==> src/rtl/param_sync_fifo.sv <==
// Single-clock FIFO with wrap-bit pointers, level flags and sticky over/underflow flags.
// FWFT selects a combinational head-of-queue output or a registered read port.
module param_sync_fifo #(
  parameter int unsigned DATA_W = 8,
  parameter int unsigned ADDR_W = 4,
  parameter int unsigned AF_LVL = 12,
  parameter int unsigned AE_LVL = 4,
  parameter bit          FWFT   = 1'b1
) (
  input  logic              clk,
  input  logic              rst,
  input  logic              wr_en,
  input  logic [DATA_W-1:0] data_in,
  input  logic              rd_en,
  input  logic              clr_err,
  output logic [DATA_W-1:0] data_out,
  output logic              full,
  output logic              empty,
  output logic              almost_full,
  output logic              almost_empty,
  output logic [ADDR_W:0]   count,
  output logic              overflow,
  output logic              underflow
);

  localparam int unsigned Depth = 1 << ADDR_W;
  localparam logic [ADDR_W:0] DepthCnt = {1'b1, {ADDR_W{1'b0}}};
  localparam logic [ADDR_W:0] AfLvl    = (ADDR_W + 1)'(AF_LVL);
  localparam logic [ADDR_W:0] AeLvl    = (ADDR_W + 1)'(AE_LVL);

  logic [DATA_W-1:0] mem_q [Depth];
  logic [ADDR_W:0]   wptr_q, wptr_d;
  logic [ADDR_W:0]   rptr_q, rptr_d;
  logic              overflow_q, overflow_d;
  logic              underflow_q, underflow_d;
  logic              wr_acc, rd_acc;

  // Count falls out of the modulo pointer difference; the wrap bit disambiguates full/empty.
  assign count        = wptr_q - rptr_q;
  assign full         = (count == DepthCnt);
  assign empty        = (count == '0);
  assign almost_full  = (count >= AfLvl);
  assign almost_empty = (count <= AeLvl);
  assign overflow     = overflow_q;
  assign underflow    = underflow_q;

  assign wr_acc = wr_en & ~full;
  assign rd_acc = rd_en & ~empty;

  always_comb begin
    wptr_d      = wptr_q;
    rptr_d      = rptr_q;
    overflow_d  = overflow_q;
    underflow_d = underflow_q;
    if (wr_acc) wptr_d = wptr_q + 1'b1;
    if (rd_acc) rptr_d = rptr_q + 1'b1;
    // A rejected access in the same cycle as clr_err wins.
    if (wr_en && full) begin
      overflow_d = 1'b1;
    end else if (clr_err) begin
      overflow_d = 1'b0;
    end
    if (rd_en && empty) begin
      underflow_d = 1'b1;
    end else if (clr_err) begin
      underflow_d = 1'b0;
    end
  end

  always_ff @(posedge clk) begin
    if (rst) begin
      wptr_q      <= '0;
      rptr_q      <= '0;
      overflow_q  <= 1'b0;
      underflow_q <= 1'b0;
    end else begin
      wptr_q      <= wptr_d;
      rptr_q      <= rptr_d;
      overflow_q  <= overflow_d;
      underflow_q <= underflow_d;
    end
  end

  // Storage is deliberately left out of reset.
  always_ff @(posedge clk) begin
    if (!rst && wr_acc) begin
      mem_q[wptr_q[ADDR_W-1:0]] <= data_in;
    end
  end

  if (FWFT) begin : g_fwft
    assign data_out = mem_q[rptr_q[ADDR_W-1:0]];
  end else begin : g_reg
    logic [DATA_W-1:0] dout_q;
    always_ff @(posedge clk) begin
      if (rst) begin
        dout_q <= '0;
      end else if (rd_acc) begin
        dout_q <= mem_q[rptr_q[ADDR_W-1:0]];
      end
    end
    assign data_out = dout_q;
  end

endmodule

==> config.mk <==
export PLATFORM = sky130hd
export DESIGN_NAME = param_sync_fifo
export DESIGN_NICKNAME = d
export VERILOG_FILES = /design/src/rtl/param_sync_fifo.sv
export SDC_FILE = /design/constraint.sdc
export NUM_CORES = 1
export LEC_CHECK = 0
export ABC_AREA = 1
export CORE_ASPECT_RATIO = 1.1
export CORE_UTILIZATION = 45
export CTS_BUF_LIST = sky130_fd_sc_hd__clkbuf_16
export DETAILED_ROUTE_END_ITERATION = 10
export GPL_ROUTABILITY_DRIVEN = 0
export SYNTH_ARGS = -nofsm -noshare
export SYNTH_HDL_FRONTEND = slang
export SYNTH_SLANG_ARGS = --single-unit
export TNS_END_PERCENT = 100
==> constraint.sdc <==
create_clock -name clk -period 6.2 [get_ports clk]
set_clock_uncertainty 0.05 [all_clocks]
set_input_delay 1.24 -clock clk [delete_from_list [all_inputs] [get_ports clk]]
set_output_delay 1.24 -clock clk [all_outputs]
set_load 0.01 [all_outputs]
==> reports/metrics.yaml, run 1 <==
clock_network:
  clkTransAtPathRegs_ns: 0.06
  cts_root_buffer: "clkbuf_16"
  clock_sinks: 144
  cts_buffers: 17
  clk_latency_ns: 0.42
  post_cts_resized: 0
  cts_hold_buf: 0
  cts_max_level: 4
  cts_buffer_depth: 2
  post_cts_buffers: 0
  cts_tree: "done"
setup_path:
  critPathLaunch: "wptr_q[0]"
  startpoint_type: "register"
  crit_fanout: 6
  cp.arrival_ns: 2.95
  required_ns: 4.91
  timing.rr.start: "wptr_q[0]"
  end_kind: "output pin"
  setup.worst_path.class: "register to output pin"
synth:
  netlist_area_um2: 6200
  netlist_instances: 537
  mappedNetlistNets: 560
  synth-seq-cells: 144
  synth_area_per_cell_um2: 11.5
  synth_cell_type_count: 30
  yosysWarnings: 0
  seq_area_frac_synth_pct: 67.1
route:
  ant_nets: 0
  routedWlPerCell_um: 19.0
  via_per_inst: 5.50
  drt-total-wl_mm: 14.5
  vias: 4193
  drtPass1Iterations: 5
  drc: 0
  first_iter_violations: 377
power:
  power.density_nw_per_um2: 357
  netSwitchingPower_mw: 0.721
  ir_worst_vdd_mv: 0.177
  p_sw_share_pct: 27.9
  clkPwrFrac_pct: 37.7
  seq_power_share_pct: 43.2
  power.internal_mw: 1.87
  p_leak_nw: 2.39
  combinationalPowerShare_pct: 19.1
status:
  status: "finished, final reports clean"
floorplan:
  die-area_um2: 14300
  dieWidth_um: 114
  core_um2: 13300
  dieHeight_um: 125
  std_cell_rows: 44
  initial_core_util_pct: 46.6
  num_io_pins: 32
timing:
  hold_ws_ns: 0.427
  fin_crit_sh_pct: 68.5
  fmax_mhz: 236
  rsz0062_at_grt: "false"
  hold_viol: 0
  min_period_ns: 4.24
  tightest_slew_ns: 1.20
  drv_slew: 0
  fin_tns_setup_ns: 0
  setup_viol: 0
  relSlewSlack_pct: 20.1
grt:
  grt_max_degree: 65
  overflow: 0
  grt_antenna_before_repair: 0
  grt_pass1_wl_mm: 22.6
  grt_usage_pct: 21.9
  grt_pass1_vias: 4173
worst_hold_path:
  min_path_type: "register to register"
  worstHoldStart: "overflow"
layout:
  fill_cells: 1185
  nets: 589
  antenna_cells: 0
  syn2layout_area_growth_pct: 17.1
  layout-drive-gt1-share_pct: 12.6
place:
  io_buffers: 31
  dp_hpwl_mm: 8.52
run:
  max_cap_viol_count: 0
-- per-stage QoR --
stage	power [mW]	setup WS (ns)	instances	util [%]	instance area (um^2)
4_1_cts	2.61	1.92	763	54.5	7260
3_3_place_gp	1.63	2.47	731	50.3	6700
5_1_grt	2.71	1.79	763	54.5	7260
6_report	2.59	1.96	763	54.5	7260
3_5_place_dp	1.63	2.40	731	50.3	6700
2_1_floorplan	1.44	2.98	537	-	6200
-- kinds of logic after synthesis --
| family | after synthesis | synth area share, % |
|---|---|---|
| flops | 144 | 67.1 |
| fa+ha+maj | 10 | 2.14 |
| xor+xnor | 7 | 1.11 |
| buf+inv | 49 | 3.21 |
| simple gates | 208 | 15.2 |
| compound gates | 119 | 11.2 |
-- cell type report --
| cell class | instances | area [um^2] | area share, % |
|---|---|---|---|
| clock inverter | 15 | 143 | 1.96 |
| timing repair buffer | 36 | 348 | 4.79 |
| tap | 184 | 230 | 3.17 |
| clock buffer | 17 | 425 | 5.86 |
| sequential | 144 | 4170 | 57.4 |
| multi-input combinational | 344 | 1860 | 25.6 |
| inverter | 23 | 91.3 | 1.26 |
-- Yosys cell counts, drive strengths merged --
master / number / area (um^2)
nor3b: 1 / 7.51
o211ai: 32 / 240
nand3: 24 / 145
inv: 23 / 91.3
nand2: 54 / 255
a211oi: 1 / 7.51
fa: 1 / 20.0
buf: 12 / 55.1
dfxtp: 16 / 320
nand3b: 3 / 22.5
nor3: 5 / 25.0
ha: 9 / 113
xnor2: 2 / 25.0
xor2: 5 / 43.8
edfxtp: 128 / 3840
a21oi: 12 / 75.1
clkbuf: 14 / 52.6
o21ai: 74 / 370
nor2: 121 / 489
-- worst max-delay path, stage by stage (launching register included) --
cell and delay [ns]:
dfxtp_1 0.46, inv_1 0.12, ha_1 0.24, fa_1 0.43
nand3b_1 0.23, nand3_1 0.12, nand2_2 0.11, a211oi_1 0.24
clkdlybuf4s50_1 0.58
-- placed cells by master (no fill, tap or decap), drive strengths merged --
cell type	synthesis	layout
edfxtp	128	128
o211ai	32	32
dfxtp	16	16
inv	23	25
xor2	5	5
nor2	121	121
clkinv	0	7
nor3b	1	1
xnor2	2	2
o21ai	74	74
nand2	54	54
clkdlybuf4s50	0	31
buf	12	5
nand3b	3	3
a21oi	12	12
nand3	24	24
bufinv	0	2
fa	1	1
nor3	5	5
clkinvlp	0	4
a211oi	1	1
ha	9	9
clkbuf	14	17
-- state kept, by name (all words and copies together) (netlist names), named ones only --
signal and cells:
mem_q 128, rptr_q 5, overflow 1, underflow 1
wptr_q 5
-- power groups by stage --
stage / clock network, mW / registers, mW / logic (mW)
3_5_place_dp: 0 / 1.14 / 0.496
4_1_cts: 0.992 / 1.12 / 0.500
2_1_floorplan: 0 / 1.11 / 0.333
5_1_grt: 1.04 / 1.12 / 0.550
6_report: 0.978 / 1.12 / 0.494
3_3_place_gp: 0 / 1.14 / 0.491
-- final timing paths --
path                  endpoint  cells after the start  slack, ns
setup / recovery  almost_empty                      8       1.96
hold / removal        overflow                      2       0.43
setup reg to reg   mem_q[7][3]                     11       2.88
hold reg to reg       overflow                      2       0.43
-- routing by layer --
metal | wire, um | part of all wire [%] | vias up | track usage, %
met2 | 7240 | 50 | 148 | 34.5
li1 | - | - | 1964 | -
met1 | 6040 | 42 | 2054 | 28.0
met3 | 809 | 5.6 | 27 | 6.06
met5 | 0 | 0 | - | 0
met4 | 398 | 2.7 | 0 | 10.2
(Power assumes the default switching activity.)
==> inputs of run 2 (changes only) <==
Settings changed: PLACE_DENSITY set to 0.65.
Clock period 6.2 ns to 3.5 ns, I/O delays scaled along.
==> run 2 against run 1 <==
  * Sequential power rose by 75%
  * Critical endpoint is now almost_full
  * Global-route usage fell by 1.1 points
  * Register-to-register slack got worse by 2.3 ns
  * Sequential cell count is the same
==> reports/metrics.yaml, run 2 (synthesis results as in run 1) <==
timing:
  relSlewSlack_pct: 52.3  # was 20.1%
  fmax_mhz: 304
  fin_tns_setup_ns: 0  # unchanged
  drv_slew: 0  # unchanged
  setup_viol: 0  # unchanged
  fin_crit_sh_pct: 94.1
  hold_viol: 0  # unchanged
  rsz0062_at_grt: "false"  # unchanged
  min_period_ns: 3.29
  hold_ws_ns: 0.419  # was 0.427 ns
  tightest_slew_ns: 0.713  # was 1.20 ns
power:
  combinationalPowerShare_pct: 19.5  # was 19.1%
  power.total_mw: 4.72  # was 2.59 mW
  ir_worst_vdd_mv: 0.357  # was 0.177 mV
  power.density_nw_per_um2: 634  # was 357 nW/um^2
  p_sw_share_pct: 26.6  # was 27.9%
  power.internal_mw: 3.46  # was 1.87 mW
  netSwitchingPower_mw: 1.25  # was 0.721 mW
  p_leak_nw: 2.57  # was 2.39 nW
  seq_power_share_pct: 41.4  # was 43.2%
  clkPwrFrac_pct: 39.1  # was 37.7%
floorplan:
  core_um2: 13300  # unchanged
  std_cell_rows: 44  # unchanged
  dieWidth_um: 114  # unchanged
  dieHeight_um: 125  # unchanged
  num_io_pins: 32  # unchanged
  die-area_um2: 14300  # unchanged
  initial_core_util_pct: 46.6  # unchanged
status:
  status: "finished, final reports clean"  # unchanged
clock_network:
  clkTransAtPathRegs_ns: 0.06  # about the same
  cts_buffer_depth: 2  # unchanged
  cts_tree: "done"  # unchanged
  clock_sinks: 144  # unchanged
  cts_buffers: 17  # unchanged
  clk_latency_ns: 0.42  # about the same
  cts_max_level: 4  # unchanged
  cts_hold_buf: 0  # unchanged
  cts_root_buffer: "clkbuf_16"  # unchanged
run:
  max_cap_viol_count: 0  # unchanged
layout:
  final_cell_mix: "edfxtp_1 (128), nor2_1 (109), o21ai_0 (63)"  # unchanged
  nets: 608  # was 589
  instances_no_fill: 782  # was 763
  antenna_cells: 0  # unchanged
  final_util_pct: 55.9  # was 54.5%
  final_common_cell: "edfxtp_1"  # unchanged
  syn2layout_area_growth_pct: 20.1  # was 17.1%
  layout-drive-gt1-share_pct: 14.7  # was 12.6%
  largest_reg_flops: 128  # unchanged
setup_path:
  r2r_end: "mem_q[1][7]"  # was mem_q[7][3]
  required_ns: 2.75  # was 4.91 ns
  cp.arrival_ns: 2.54  # was 2.95 ns
  rrSetupSlack_ns: 0.53  # was 2.88 ns
  crit_fanout: 6  # unchanged
  critPathLaunch: "wptr_q[0]"  # unchanged
  cp-endpoint: "almost_full"  # was almost_empty
  timing.rr.start: "wptr_q[0]"  # unchanged
  setup.worst_path.class: "register to output pin"  # unchanged
  end_kind: "output pin"  # unchanged
  startpoint_type: "register"  # unchanged
  r2r_cells: 11  # unchanged
route:
  via_per_inst: 5.29  # was 5.50
  drtPass1Iterations: 5  # unchanged
  vias: 4136  # was 4,193
  drt-total-wl_mm: 13.5  # was 14.5 mm
  routedWlPerCell_um: 17.3  # was 19.0 um
  drc: 0  # unchanged
  ant_nets: 0  # unchanged
  first_iter_violations: 378  # was 377
place:
  io_buffers: 31  # unchanged
  placed_cells: 749  # was 731
  dp_hpwl_mm: 8.65  # was 8.52 mm
grt:
  grt_antenna_before_repair: 0  # unchanged
  grt_usage_pct: 20.8  # was 21.9%
  grt_pass1_vias: 4100  # was 4,173
  grt_max_degree: 65  # unchanged
  overflow: 0  # unchanged
  grt_pass1_wl_mm: 21.9  # was 22.6 mm
worst_hold_path:
  hold_path_depth: 2  # unchanged
  min_path_type: "register to register"  # unchanged
run 2: changes by cell type in the layout (fill, tap and decap cells not counted), moves of 3 or more:
cell	previous run	this run
nor3_2	3	0
clkdlybuf4s50_1	31	27
buf_4	5	22
nor3_1	2	5
inv_1	19	22
dlymetal6s2s_1	0	3
run 2: power groups by stage:
stage                     Combinational [mW]  Clock (mW)  Sequential, mW
final                                  0.919        1.84            1.96
after global routing                    1.03        1.92            1.96
after CTS                              0.929        1.86            1.96
after detailed placement               0.920           0            1.99
after global placement                 0.902           0            1.99
after floorplan                        0.589           0            1.96
run 2: worst max-delay path: stages, from the launching register on:
cell	delay, ns
dfxtp_2	0.38
inv_1	0.09
ha_1	0.23
fa_2	0.37
nand3b_1	0.22
nand3_1	0.13
nand2_2	0.09
nand2_1	0.08
clkdlybuf4s50_1	0.53
run 2: worst min path at each step:
stage / end / startpoint
final: overflow / overflow
after global routing: overflow / overflow
after CTS: overflow / overflow
after detailed placement: overflow / overflow
after global placement: underflow / underflow
after floorplan: rptr_q[4] / rptr_q[4]
run 2: cell type report:
class                   count  area, um^2
fillers                  1146        5880
flip-flops and latches    144        4170
multi-input cells         344        1840
repair buffers             55         513
clock buffers              17         425
well taps                 184         230
clock inverters            15         178
inverters                  23        91.3
run 2: timing repair:
| item | 4_1_cts | 5_1_grt |
|---|---|---|
| resized for setup | 2 | 5 |
| setup endpoints to repair | 3 | 5 |
| pin swaps | 1 | 0 |
| gates cloned | 0 | 0 |
| buffers inserted | 1 | 0 |
| hold endpoints to repair | 0 | 0 |
run 2: layer usage:
layer / GRT usage (%) / part of all wire [%] / routed length, um
met1: 26.6 / 43 / 5760
met2: 33.8 / 50 / 6710
met3: 3.93 / 4.9 / 664
met4: 10.3 / 2.9 / 393
met5: 0 / 0 / 0
run 2: per-stage QoR:
stage / cell area [um^2] / setup slack (ns)
finish: 7450 / 0.206
global route: 7450 / 0.0120
CTS: 7430 / 0.0507
detailed placement: 6820 / 0.306
global placement: 6820 / 0.346
floorplan: 6200 / 0.589
